File: src/rtl/counter_pkg.sv
// -----------------------------------------------------------------------------
// counter_pkg
// Shared constants for counter_modal and the blocks that drive it.
//   dir_e          : counting direction carried on the 'up' control line
//   MODE_WRAP      : Saturate parameter value selecting wrap-around at limits
//   MODE_SATURATE  : Saturate parameter value selecting hold-at-limit
//   params_legal() : elaboration-time parameter sanity check
// -----------------------------------------------------------------------------
package counter_pkg;

  typedef enum logic {
    DIR_DOWN = 1'b0,
    DIR_UP   = 1'b1
  } dir_e;

  localparam int MODE_WRAP     = 0;
  localparam int MODE_SATURATE = 1;

  // True when the width/limit/reset-value combination is usable: at least one
  // bit, a non-zero limit that fits in the width, and a reset value in range.
  function automatic bit params_legal(int size, int max, int reset_value);
    longint full_scale;
    full_scale = (longint'(1) << size) - 1;
    return (size >= 1) && (size <= 31) && (max >= 1) &&
           (longint'(max) <= full_scale) &&
           (reset_value >= 0) && (reset_value <= max);
  endfunction

endpackage : counter_pkg

File: src/rtl/counter_modal_if.sv
// -----------------------------------------------------------------------------
// counter_modal_if
// Command/status bundle for counter_modal.
//   Commands (master -> slave): enable, up, load, load_value, clear,
//                               overflow_clear
//   Status   (slave -> master): count, at_max, at_zero, wrapped, overflow
// Size must match the Size parameter of the counter attached to the slave
// modport.
// -----------------------------------------------------------------------------
interface counter_modal_if #(
  parameter int Size = 5
);

  logic            enable;
  logic            up;
  logic            load;
  logic [Size-1:0] load_value;
  logic            clear;
  logic            overflow_clear;

  logic [Size-1:0] count;
  logic            at_max;
  logic            at_zero;
  logic            wrapped;
  logic            overflow;

  modport master (
    output enable, up, load, load_value, clear, overflow_clear,
    input  count, at_max, at_zero, wrapped, overflow
  );

  modport slave (
    input  enable, up, load, load_value, clear, overflow_clear,
    output count, at_max, at_zero, wrapped, overflow
  );

endinterface : counter_modal_if

File: src/rtl/counter_modal.sv
// -----------------------------------------------------------------------------
// counter_modal
// Modulo-(Max+1) up/down counter with synchronous clear/load, count enable,
// wrap-or-saturate behaviour at the limits, a one-cycle limit pulse and a
// sticky overflow flag.
//
// Parameters
//   Size       : counter width in bits
//   Max        : highest count value; range is 0..Max
//   Saturate   : MODE_WRAP wraps at the limits, MODE_SATURATE holds there
//   ResetValue : count after reset and after clear
//
// Ports
//   clock : rising-edge clock
//   reset : asynchronous active-low reset
//   bus   : counter_modal_if.slave
//           in : enable, up, load, load_value, clear, overflow_clear
//           out: count, at_max, at_zero (decoded from count),
//                wrapped (registered pulse), overflow (sticky)
//
// Per edge the command priority is clear > load > enable. overflow_clear acts
// on every edge that is not a clear, and loses to a limit event on the same
// edge.
// -----------------------------------------------------------------------------
module counter_modal
  import counter_pkg::*;
#(
  parameter int Size       = 5,
  parameter int Max        = (2 ** Size) - 1,
  parameter int Saturate   = MODE_WRAP,
  parameter int ResetValue = 0
) (
  input logic            clock,
  input logic            reset,
  counter_modal_if.slave bus
);

  // Refuse to elaborate with parameters that cannot describe a valid range.
  if (!params_legal(Size, Max, ResetValue)) begin : g_bad_params
    $error("counter_modal: illegal parameters Size=%0d Max=%0d ResetValue=%0d",
           Size, Max, ResetValue);
  end

  // Limit arithmetic runs one bit wider than the count so that count+1 at
  // Max and count-1 at zero are visible as real excursions, never aliased.
  localparam logic [Size:0]   MaxExt   = Max[Size:0];
  localparam logic [Size:0]   OneExt   = {{Size{1'b0}}, 1'b1};
  localparam logic [Size-1:0] MaxVal   = Max[Size-1:0];
  localparam logic [Size-1:0] ResetVal = ResetValue[Size-1:0];
  localparam bit              SatMode  = (Saturate == MODE_SATURATE);

  logic [Size-1:0] count_q, count_d;
  logic            wrapped_q, wrapped_d;
  logic            overflow_q, overflow_d;

  logic [Size:0] count_ext;
  logic [Size:0] load_ext;
  logic [Size:0] inc_ext;
  logic [Size:0] dec_ext;
  logic          inc_past_max;
  logic          dec_past_zero;
  logic          limit_hit;

  assign count_ext     = {1'b0, count_q};
  assign load_ext      = {1'b0, bus.load_value};
  assign inc_ext       = count_ext + OneExt;
  assign dec_ext       = count_ext - OneExt;
  assign inc_past_max  = (inc_ext > MaxExt);
  // Decrementing zero borrows into the extra bit.
  assign dec_past_zero = dec_ext[Size];

  // NOTE: every variable written here gets a default first, so no path can
  // leave one unassigned and infer a latch.
  always_comb begin
    count_d    = count_q;
    wrapped_d  = 1'b0;
    overflow_d = overflow_q;
    limit_hit  = 1'b0;

    if (bus.clear) begin
      count_d    = ResetVal;
      overflow_d = 1'b0;
    end else begin
      if (bus.load) begin
        // Out-of-range load values clamp to the top of the range.
        count_d = (load_ext > MaxExt) ? MaxVal : bus.load_value;
      end else if (bus.enable) begin
        if (dir_e'(bus.up) == DIR_UP) begin
          if (inc_past_max) begin
            limit_hit = 1'b1;
            count_d   = SatMode ? MaxVal : '0;
          end else begin
            count_d = inc_ext[Size-1:0];
          end
        end else begin
          if (dec_past_zero) begin
            limit_hit = 1'b1;
            count_d   = SatMode ? '0 : MaxVal;
          end else begin
            count_d = dec_ext[Size-1:0];
          end
        end
      end

      wrapped_d = limit_hit;
      // A limit event on the same edge beats a request to clear the flag.
      overflow_d = limit_hit | (overflow_q & ~bus.overflow_clear);
    end
  end

  // NOTE: state registers use non-blocking assignments so every flop samples
  // the pre-edge values, independent of statement order.
  always_ff @(posedge clock or negedge reset) begin
    if (!reset) begin
      count_q    <= ResetVal;
      wrapped_q  <= 1'b0;
      overflow_q <= 1'b0;
    end else begin
      count_q    <= count_d;
      wrapped_q  <= wrapped_d;
      overflow_q <= overflow_d;
    end
  end

  assign bus.count    = count_q;
  assign bus.wrapped  = wrapped_q;
  assign bus.overflow = overflow_q;
  assign bus.at_max   = (count_q == MaxVal);
  assign bus.at_zero  = (count_q == '0);

endmodule : counter_modal
File: src/flat_wrapper.sv
// flat-port wrapper written by rule: the top's interface ports become plain ports
module counter_modal_flat import counter_pkg::*;
#(
  parameter int Size       = 5,
  parameter int Max        = (2 ** Size) - 1,
  parameter int Saturate   = MODE_WRAP,
  parameter int ResetValue = 0
)
  (clock, reset, bus_enable, bus_up, bus_load, bus_load_value, bus_clear, bus_overflow_clear, bus_count, bus_at_max, bus_at_zero, bus_wrapped, bus_overflow);
  counter_modal_if #(.Size(Size)) bus_i ();
  input logic clock;
  input logic reset;
  input wire logic [$bits(bus_i.enable)-1:0] bus_enable;
  input wire logic [$bits(bus_i.up)-1:0] bus_up;
  input wire logic [$bits(bus_i.load)-1:0] bus_load;
  input wire logic [$bits(bus_i.load_value)-1:0] bus_load_value;
  input wire logic [$bits(bus_i.clear)-1:0] bus_clear;
  input wire logic [$bits(bus_i.overflow_clear)-1:0] bus_overflow_clear;
  output wire logic [$bits(bus_i.count)-1:0] bus_count;
  output wire logic [$bits(bus_i.at_max)-1:0] bus_at_max;
  output wire logic [$bits(bus_i.at_zero)-1:0] bus_at_zero;
  output wire logic [$bits(bus_i.wrapped)-1:0] bus_wrapped;
  output wire logic [$bits(bus_i.overflow)-1:0] bus_overflow;
  assign bus_i.enable = bus_enable;
  assign bus_i.up = bus_up;
  assign bus_i.load = bus_load;
  assign bus_i.load_value = bus_load_value;
  assign bus_i.clear = bus_clear;
  assign bus_i.overflow_clear = bus_overflow_clear;
  assign bus_count = bus_i.count;
  assign bus_at_max = bus_i.at_max;
  assign bus_at_zero = bus_i.at_zero;
  assign bus_wrapped = bus_i.wrapped;
  assign bus_overflow = bus_i.overflow;
  counter_modal #(.Size(Size), .Max(Max), .Saturate(Saturate), .ResetValue(ResetValue)) u_core (.clock(clock), .reset(reset), .bus(bus_i));
endmodule
File: config.mk
export PLATFORM = sky130hd
export DESIGN_NAME = counter_modal_flat
export DESIGN_NICKNAME = d
export VERILOG_FILES = /design/src/rtl/counter_pkg.sv /design/src/rtl/counter_modal_if.sv /design/src/rtl/counter_modal.sv /design/src/flat_wrapper.sv
export SDC_FILE = /design/constraint.sdc
export NUM_CORES = 1
export LEC_CHECK = 0
export BUFFER_PORTS_ARGS = -buffer_cell sky130_fd_sc_hd__buf_2
export CAP_MARGIN = 20
export CORE_AREA = 2 2 39 41
export DETAILED_ROUTE_END_ITERATION = 16
export DIE_AREA = 0 0 41 43
export PLACE_DENSITY_LB_ADDON = 0.2
export SYNTH_ARGS = -nofsm -noshare
export SYNTH_HDL_FRONTEND = slang
export SYNTH_SLANG_ARGS = --single-unit
export TNS_END_PERCENT = 100
File: constraint.sdc
create_clock -name clock -period 2.8 [get_ports clock]
set_input_delay 0.14 -clock clock [delete_from_list [all_inputs] [get_ports clock]]
set_output_delay 0.14 -clock clock [all_outputs]
set_load 0.02 [all_outputs]
==> qor.yml, run 1 <==
outcome:
  status: "finished clean"
worst_setup_path:
  crit_fanout: 7
  critPathKind: "reg2reg"
  crit_slowest_cell: "dfrtp_1"
  cpLargestDelayFamily: "compound AO/OA/AOI/OAI gates"
  crit_chain: "inv_1 > ha_1 > mux2_2 > a221o_2 > o32ai_1"
  start_kind: "register"
  end_kind: "register"
  worstPathRequired_ns: 2.96
  path_buf_inv: 1
  critPathMaxStageDelay_ns: 0.45
  worstPathArrival_ns: 1.90
grt:
  antenna_found_initial: 0
  grt_remaining_overflow: 0
  met1_usage_pct: 21.5
  grt.met3_usage_pct: 7.85
  grt_pass1_vias: 490
  grt_pass1_wl_mm: 2.04
  grt.busiest_layer: "met2"
  grt_max_degree: 11
  grt_use_met2_pct: 26.6
  grtUsageTotal_pct: 17.9
routing:
  drc_errors: 0
  dr.pass1.iters: 4
  drtAntennaViolNets: 0
  first_iter_violations: 5
  avgRoutedWirePerCell_um: 12.4
  vias_per_cell: 5.31
  vias: 510
  finalWirelength_mm: 1.19
synthesis:
  synthCells: 57
  synth_area_leaders: "dfrtp_1, ha_1, o32ai_1"
  synth_ff_type: "dfrtp_1"
  synthDistinctLibCells: 27
  async_flop_share_pct: 100
  synth_edf_count: 0
  yosys_warnings: 0
  ys_ff_latch: 7
  synth_common_cells: "dfrtp_1, nand2_1, nor2_1"
  ys_seq_area_share_pct: 33.7
  yosys.area.top_type: "dfrtp_1"
  yosys.cell_count.top_type: "dfrtp_1"
  yosysTopAreaCellShare_pct: 33.7
  syn-num-nets: 72
  syn_area_um2: 519
  synth_area_per_cell_um2: 9.11
sta:
  finalMaxSlewViolations: 0
  hold_viol: 0
  rsz0062_at_grt: "no"
  slew_headroom_pct: 64.5
  min_period_ns: 1.74
  worst_pin_slew_ns: 0.520
  fin_crit_sh_pct: 62.2
  finalSetupTns_ns: 0
  fin_ws_ns: 1.06
  max_freq_mhz: 574
  setup_violations: 0
  skew_ns: 0.00269
finish:
  diodes: 0
  syn2layout_area_growth_pct: 27.0
  drive_gt1_share_pct: 36.3
  finalCoreUtilization_pct: 47.6
  fill_cells: 141
  nNetsFinal: 96
clock_tree:
  cts_tree: "done"
  cts.clk_slew.worst_paths_ns: 0.05
  max-clock-path-buffers: 2
  cts.sinks: 7
  ctsResizeCount: 0
  htree_levels: 1
  clk_latency_ns: 0.26
  cts_buffers: 3
  cts_root_buf: "clkbuf_4"
power_and_ir_drop:
  power_density_mw_per_mm2: 449
  leakage_nw: 0.322
  power_mw: 0.296
  vdd.ir_drop.worst_v: 0.000194
die:
  fp.coreArea_mm2: 0.00138
  dieArea_mm2: 0.00176
  initial_core_util_pct: 37.5
  fp.dieW_um: 41
  ioPinCount: 21
  die_y_um: 43
  row_count: 14
placed_design:
  hpwl_um: 949
  pre_cts_slack_ns: 1.06
  io_buffers: 20
  globalplace.congestion: 0.746
job:
  drv_cap: 0
hold_path:
  hp-class: "in2reg"
## cells in the final DEF (no fill, tap or decap), drive strengths merged, types with 2 or more instances in the layout
master,n
a21oi,4
nor2,6
nor3b,2
ha,3
o32ai,3
xor2,2
a2111oi,2
dfrtp,7
nand2,6
clkbuf,4
a21boi,2
buf,20
inv,5
## sequential cells by signal (all words and copies together) (netlist names)
register,flops
u_core.bus.overflow,1
u_core.bus.wrapped,1
u_core.bus.count,5
## what timing repair did
action                                 CTS  global route
endpoints found under the hold margin    7             0
hold buffers                             1             0
buffers inserted                         0             0
## cell families (layout without fill, tap and decap cells)
| kind of cell | after synthesis | after routing | share of synthesized area, % |
|---|---|---|---|
| DFF | 7 | 7 | 33.7 |
| muxes | 2 | 2 | 4.10 |
| buffers and inverters | 7 | 30 | 6.75 |
| adders and majority gates | 3 | 3 | 7.23 |
| and+or+nand+nor | 20 | 20 | 19.8 |
| xor gates and xnor gates | 3 | 3 | 5.06 |
| AOI/OAI and AO/OA | 15 | 15 | 23.4 |
## metrics by stage
| stage | instances | cell area (µm²) | hold WS [ns] |
|---|---|---|---|
| 5_1_grt | 96 | 659 | 0.0747 |
| 3_3_place_gp | 91 | 623 | -0.0150 |
| 6_report | 96 | 659 | 0.0623 |
| 3_5_place_dp | 91 | 623 | -0.0144 |
| 2_1_floorplan | 57 | 519 | -0.156 |
| 4_1_cts | 96 | 659 | 0.0539 |
## path summary, 6_finish.rpt
kind	startpoint	to	slack, ns	depth (start not counted)
max	u_core.bus.count[0]	u_core.bus.count[2]	1.06	5
min	bus_overflow_clear	u_core.bus.overflow	0.06	2
max reg2reg	u_core.bus.count[0]	u_core.bus.count[2]	1.06	5
max in group asynchronous	reset	u_core.bus.count[4]	2.40	2
min in group asynchronous	reset	u_core.bus.count[3]	0.24	2
min reg2reg	u_core.bus.overflow	u_core.bus.overflow	0.54	2
## where the power goes
part           internal [mW]  switching, mW  total [mW]
Clock                 0.0546         0.0410      0.0956
Sequential             0.108         0.0110       0.119
Combinational         0.0358         0.0457      0.0815
## worst register-to-register path, delay by kind of cell, from the launching register on
family	cells	cell delay [ns]
AO/OA/AOI/OAI	2	0.63
flip-flops	1	0.45
multiplexers	1	0.26
adder cells (fa/ha/maj)	1	0.22
buffers and inverters	1	0.07
## final cells by class
| class | count | area, µm² | share of cell area, % |
|---|---|---|---|
| inverter | 5 | 18.8 | 2.85 |
| multi-input combinational | 43 | 309 | 46.9 |
| sequential | 7 | 175 | 26.6 |
| tap | 16 | 20.0 | 3.04 |
| clock buffer | 4 | 26.3 | 3.98 |
| timing repair buffer | 21 | 110 | 16.7 |
## layer usage
| layer | share of wire (%) | up-vias |
|---|---|---|
| met5 | 0 | - |
| met2 | 51 | 15 |
| met4 | 1.4 | 0 |
| met3 | 6.2 | 2 |
| li1 | - | 260 |
| met1 | 41 | 233 |
Power figures use the tool's default switching activity.
==> run 2: changes to the inputs <==
Settings changed: ABC_AREA set to 1.
Clock period 2.8 ns to 1.7 ns, I/O delays scaled along.
==> qor.yml, run 2 <==
outcome:
  status: "finished clean"  # unchanged
clock_tree:
  cts_root_buf: "clkbuf_4"  # unchanged
  clk_latency_ns: 0.25  # was 0.26 ns
  cts_buffers: 3  # unchanged
  cts.sinks: 7  # unchanged
  htree_levels: 1  # unchanged
  max-clock-path-buffers: 2  # unchanged
  cts_tree: "done"  # unchanged
  ctsResizeCount: 0  # unchanged
  cts.clk_slew.worst_paths_ns: 0.05  # about the same
worst_setup_path:
  crit_fanout: 5  # was 7
  start_kind: "register"  # unchanged
  cpLargestDelayFamily: "buffers and inverters"  # was compound AO/OA/AOI/OAI gates
  worstPathArrival_ns: 1.43  # was 1.90 ns
  cp-startpoint: "u_core.bus.count[1]"  # was u_core.bus.count[0]
  crit_slowest_cell: "dfrtp_1"  # unchanged
  rr_worst_depth: 10  # was 5
  critPathKind: "reg2out"  # was reg2reg
  end_kind: "primary output"  # was register
  crit_chain: "buf_4 > inv_1 > ha_1 > nand2_2 > nor2_4 > buf_2"  # was inv_1 > ha_1 > mux2_2 > a221o_2 > o32ai_1
  worstPathRequired_ns: 1.62  # was 2.96 ns
  r2r_slack_ns: 0.22  # was 1.06 ns
  path_buf_inv: 3  # was 1
  critPathMaxStageDelay_ns: 0.38  # was 0.45 ns
  cp.depth: 6  # was 5
  r2r-start: "u_core.bus.count[0]"  # unchanged
finish:
  diodes: 0  # unchanged
  nNetsFinal: 125  # was 96
  drive_gt1_share_pct: 33.9  # was 36.3%
  final_common_cell: "buf_2"  # unchanged
  stdcell_area_um2: 739  # was 659 µm²
  fill_cells: 161  # was 141
  largest_reg_flops: 5  # unchanged
  syn2layout_area_growth_pct: 29.9  # was 27.0%
  layout_common_cells: "buf_2, nand2_1, nor2_1"  # was buf_2, dfrtp_1, nor2_1, nand2_1, inv_1
hold_path:
  hp-class: "in2reg"  # unchanged
  min_path_cells: 3  # was 2
  min-delay-start: "bus_load_value[0]"  # was bus_overflow_clear
routing:
  first_iter_violations: 5  # unchanged
  vias: 596  # was 510
  dr.pass1.iters: 4  # unchanged
  m1WireLength_um: 593  # was 490 µm
  drtAntennaViolNets: 0  # unchanged
  route.met2.wl_um: 619  # was 605 µm
  drc_errors: 0  # unchanged
  top_layer_used: "met3"  # was met4
  vias_per_cell: 4.77  # was 5.31
  wl_met3_um: 106  # was 73 µm
  finalWirelength_mm: 1.32  # was 1.19 mm
  avgRoutedWirePerCell_um: 10.6  # was 12.4 µm
grt:
  grt_pass1_wl_mm: 2.15  # was 2.04 mm
  grt_max_degree: 8  # was 11
  grt_remaining_overflow: 0  # unchanged
  antenna_found_initial: 0  # unchanged
  grtUsageTotal_pct: 18.5  # was 17.9%
  grt_pass1_vias: 539  # was 490
die:
  initial_core_util_pct: 41.1  # was 37.5%
  die_y_um: 43  # unchanged
  fp.dieW_um: 41  # unchanged
  dieArea_mm2: 0.00176  # unchanged
  row_count: 14  # unchanged
  fp.coreArea_mm2: 0.00138  # unchanged
  ioPinCount: 21  # unchanged
synthesis:
  synth_area_leaders: "dfrtp_1, nand2_1, ha_1"  # was dfrtp_1, ha_1, o32ai_1
  yosysTopAreaCellShare_pct: 30.8  # was 33.7%
  yosys.cell_count.top_type: "nand2_1"  # was dfrtp_1
  synth_common_cells: "nand2_1, nor2_1, inv_1"  # was dfrtp_1, nand2_1, nor2_1
  ys_seq_area_share_pct: 30.8  # was 33.7%
  syn-num-nets: 97  # was 72
  syn_area_um2: 569  # was 519 µm²
  synth_ff_type: "dfrtp_1"  # unchanged
  synthCells: 82  # was 57
  ys_ff_latch: 7  # unchanged
  yosys.area.top_type: "dfrtp_1"  # unchanged
  synth_area_per_cell_um2: 6.94  # was 9.11 µm²
  synth_edf_count: 0  # unchanged
  async_flop_share_pct: 100  # unchanged
  yosys_warnings: 0  # unchanged
  synthDistinctLibCells: 23  # was 27
placed_design:
  place_area_um2: 693  # was 623 µm²
  globalplace.congestion: 0.783  # was 0.746
  io_buffers: 20  # unchanged
  pre_cts_slack_ns: 0.219  # was 1.06 ns
  hpwl_mm: 1.07  # was 949 µm
sta:
  worst_pin_slew_ns: 0.244  # was 0.520 ns
  hold_viol: 0  # unchanged
  fin_crit_sh_pct: 89.3
  fin_ws_ns: 0.182  # was 1.06 ns
  finalMaxSlewViolations: 0  # unchanged
  finalSetupTns_ns: 0  # unchanged
  rsz0062_at_grt: "no"  # unchanged
  skew_ns: 0.00141  # was 0.00269 ns
  slew_headroom_pct: 83.6  # was 64.5%
  max_freq_mhz: 659
  min_period_ns: 1.52
  timing.hold.ws_ns: 0.0966  # was 0.0623 ns
  setup_violations: 0  # unchanged
power_and_ir_drop:
  power_density_mw_per_mm2: 720  # was 449 mW/mm²
  leakage_nw: 0.400  # was 0.322 nW
  vdd.ir_drop.worst_v: 0.000408  # was 0.000194 V
job:
  drv_cap: 0  # unchanged
[run 2: worst paths after layout]
| path | endpoint |
|---|---|
| min in group asynchronous | u_core.bus.count[0] |
| max in group asynchronous | u_core.bus.count[3] |
| worst max register to register | u_core.bus.count[4] |
| worst min-delay path | u_core.bus.count[0] |
| worst max-delay path | bus_at_zero |
| worst min register to register | u_core.bus.overflow |
[run 2: logic make-up (layout without fill, tap and decap cells)]
| logic type | count (synthesis) | after routing | synth area share [%] |
|---|---|---|---|
| buffers and inverters | 14 | 41 | 11.0 |
| AO/OA/AOI/OAI | 13 | 13 | 12.7 |
| AND/OR/NAND/NOR | 44 | 44 | 37.4 |
| adder cells (fa/ha/maj) | 3 | 3 | 6.59 |
| XOR/XNOR | 1 | 1 | 1.54 |
| flip-flops | 7 | 7 | 30.8 |
[run 2: tightest hold or removal path, cell delays in order]
cell     delay (ns)
buf_2          0.07
a21oi_1        0.05
o22ai_1        0.09
[run 2: through the flow]
stage          total power, mW  utilization, %  instances
2_1_floorplan            0.322               -         82
3_3_place_gp             0.378            50.1        119
3_5_place_dp             0.380            50.1        119
4_1_cts                  0.536            52.7        124
5_1_grt                  0.585            53.4        125
6_report                 0.532            53.4        125
[run 2: final cells by class]
| class | count | area (µm²) | area share, % |
|---|---|---|---|
| inverter | 13 | 51.3 | 6.94 |
| timing repair buffer | 24 | 135 | 18.3 |
| sequential | 7 | 175 | 23.7 |
| tap | 16 | 20.0 | 2.71 |
| clock buffer | 4 | 26.3 | 3.55 |
| multi-input combinational | 61 | 332 | 44.8 |
[run 2: where the power goes]
group / total, mW / switching, mW / internal [mW]
Sequential: 0.195 / 0.0162 / 0.179
Clock: 0.153 / 0.0631 / 0.0897
Combinational: 0.184 / 0.112 / 0.0730
Total: 0.532 / 0.191 / 0.341
[run 2: what timing repair did]
item / CTS / global route
setup buffers: 0 / 0
hold endpoints to repair: 7 / 1
hold buffers: 1 / 1
[run 2: routing by layer]
metal | up-vias | global-route usage [%]
li1 | 320 | -
met1 | 253 | 22.3
met2 | 23 | 28.4
met3 | 0 | 9.42
met4 | 0 | 4.00
met5 | - | 0
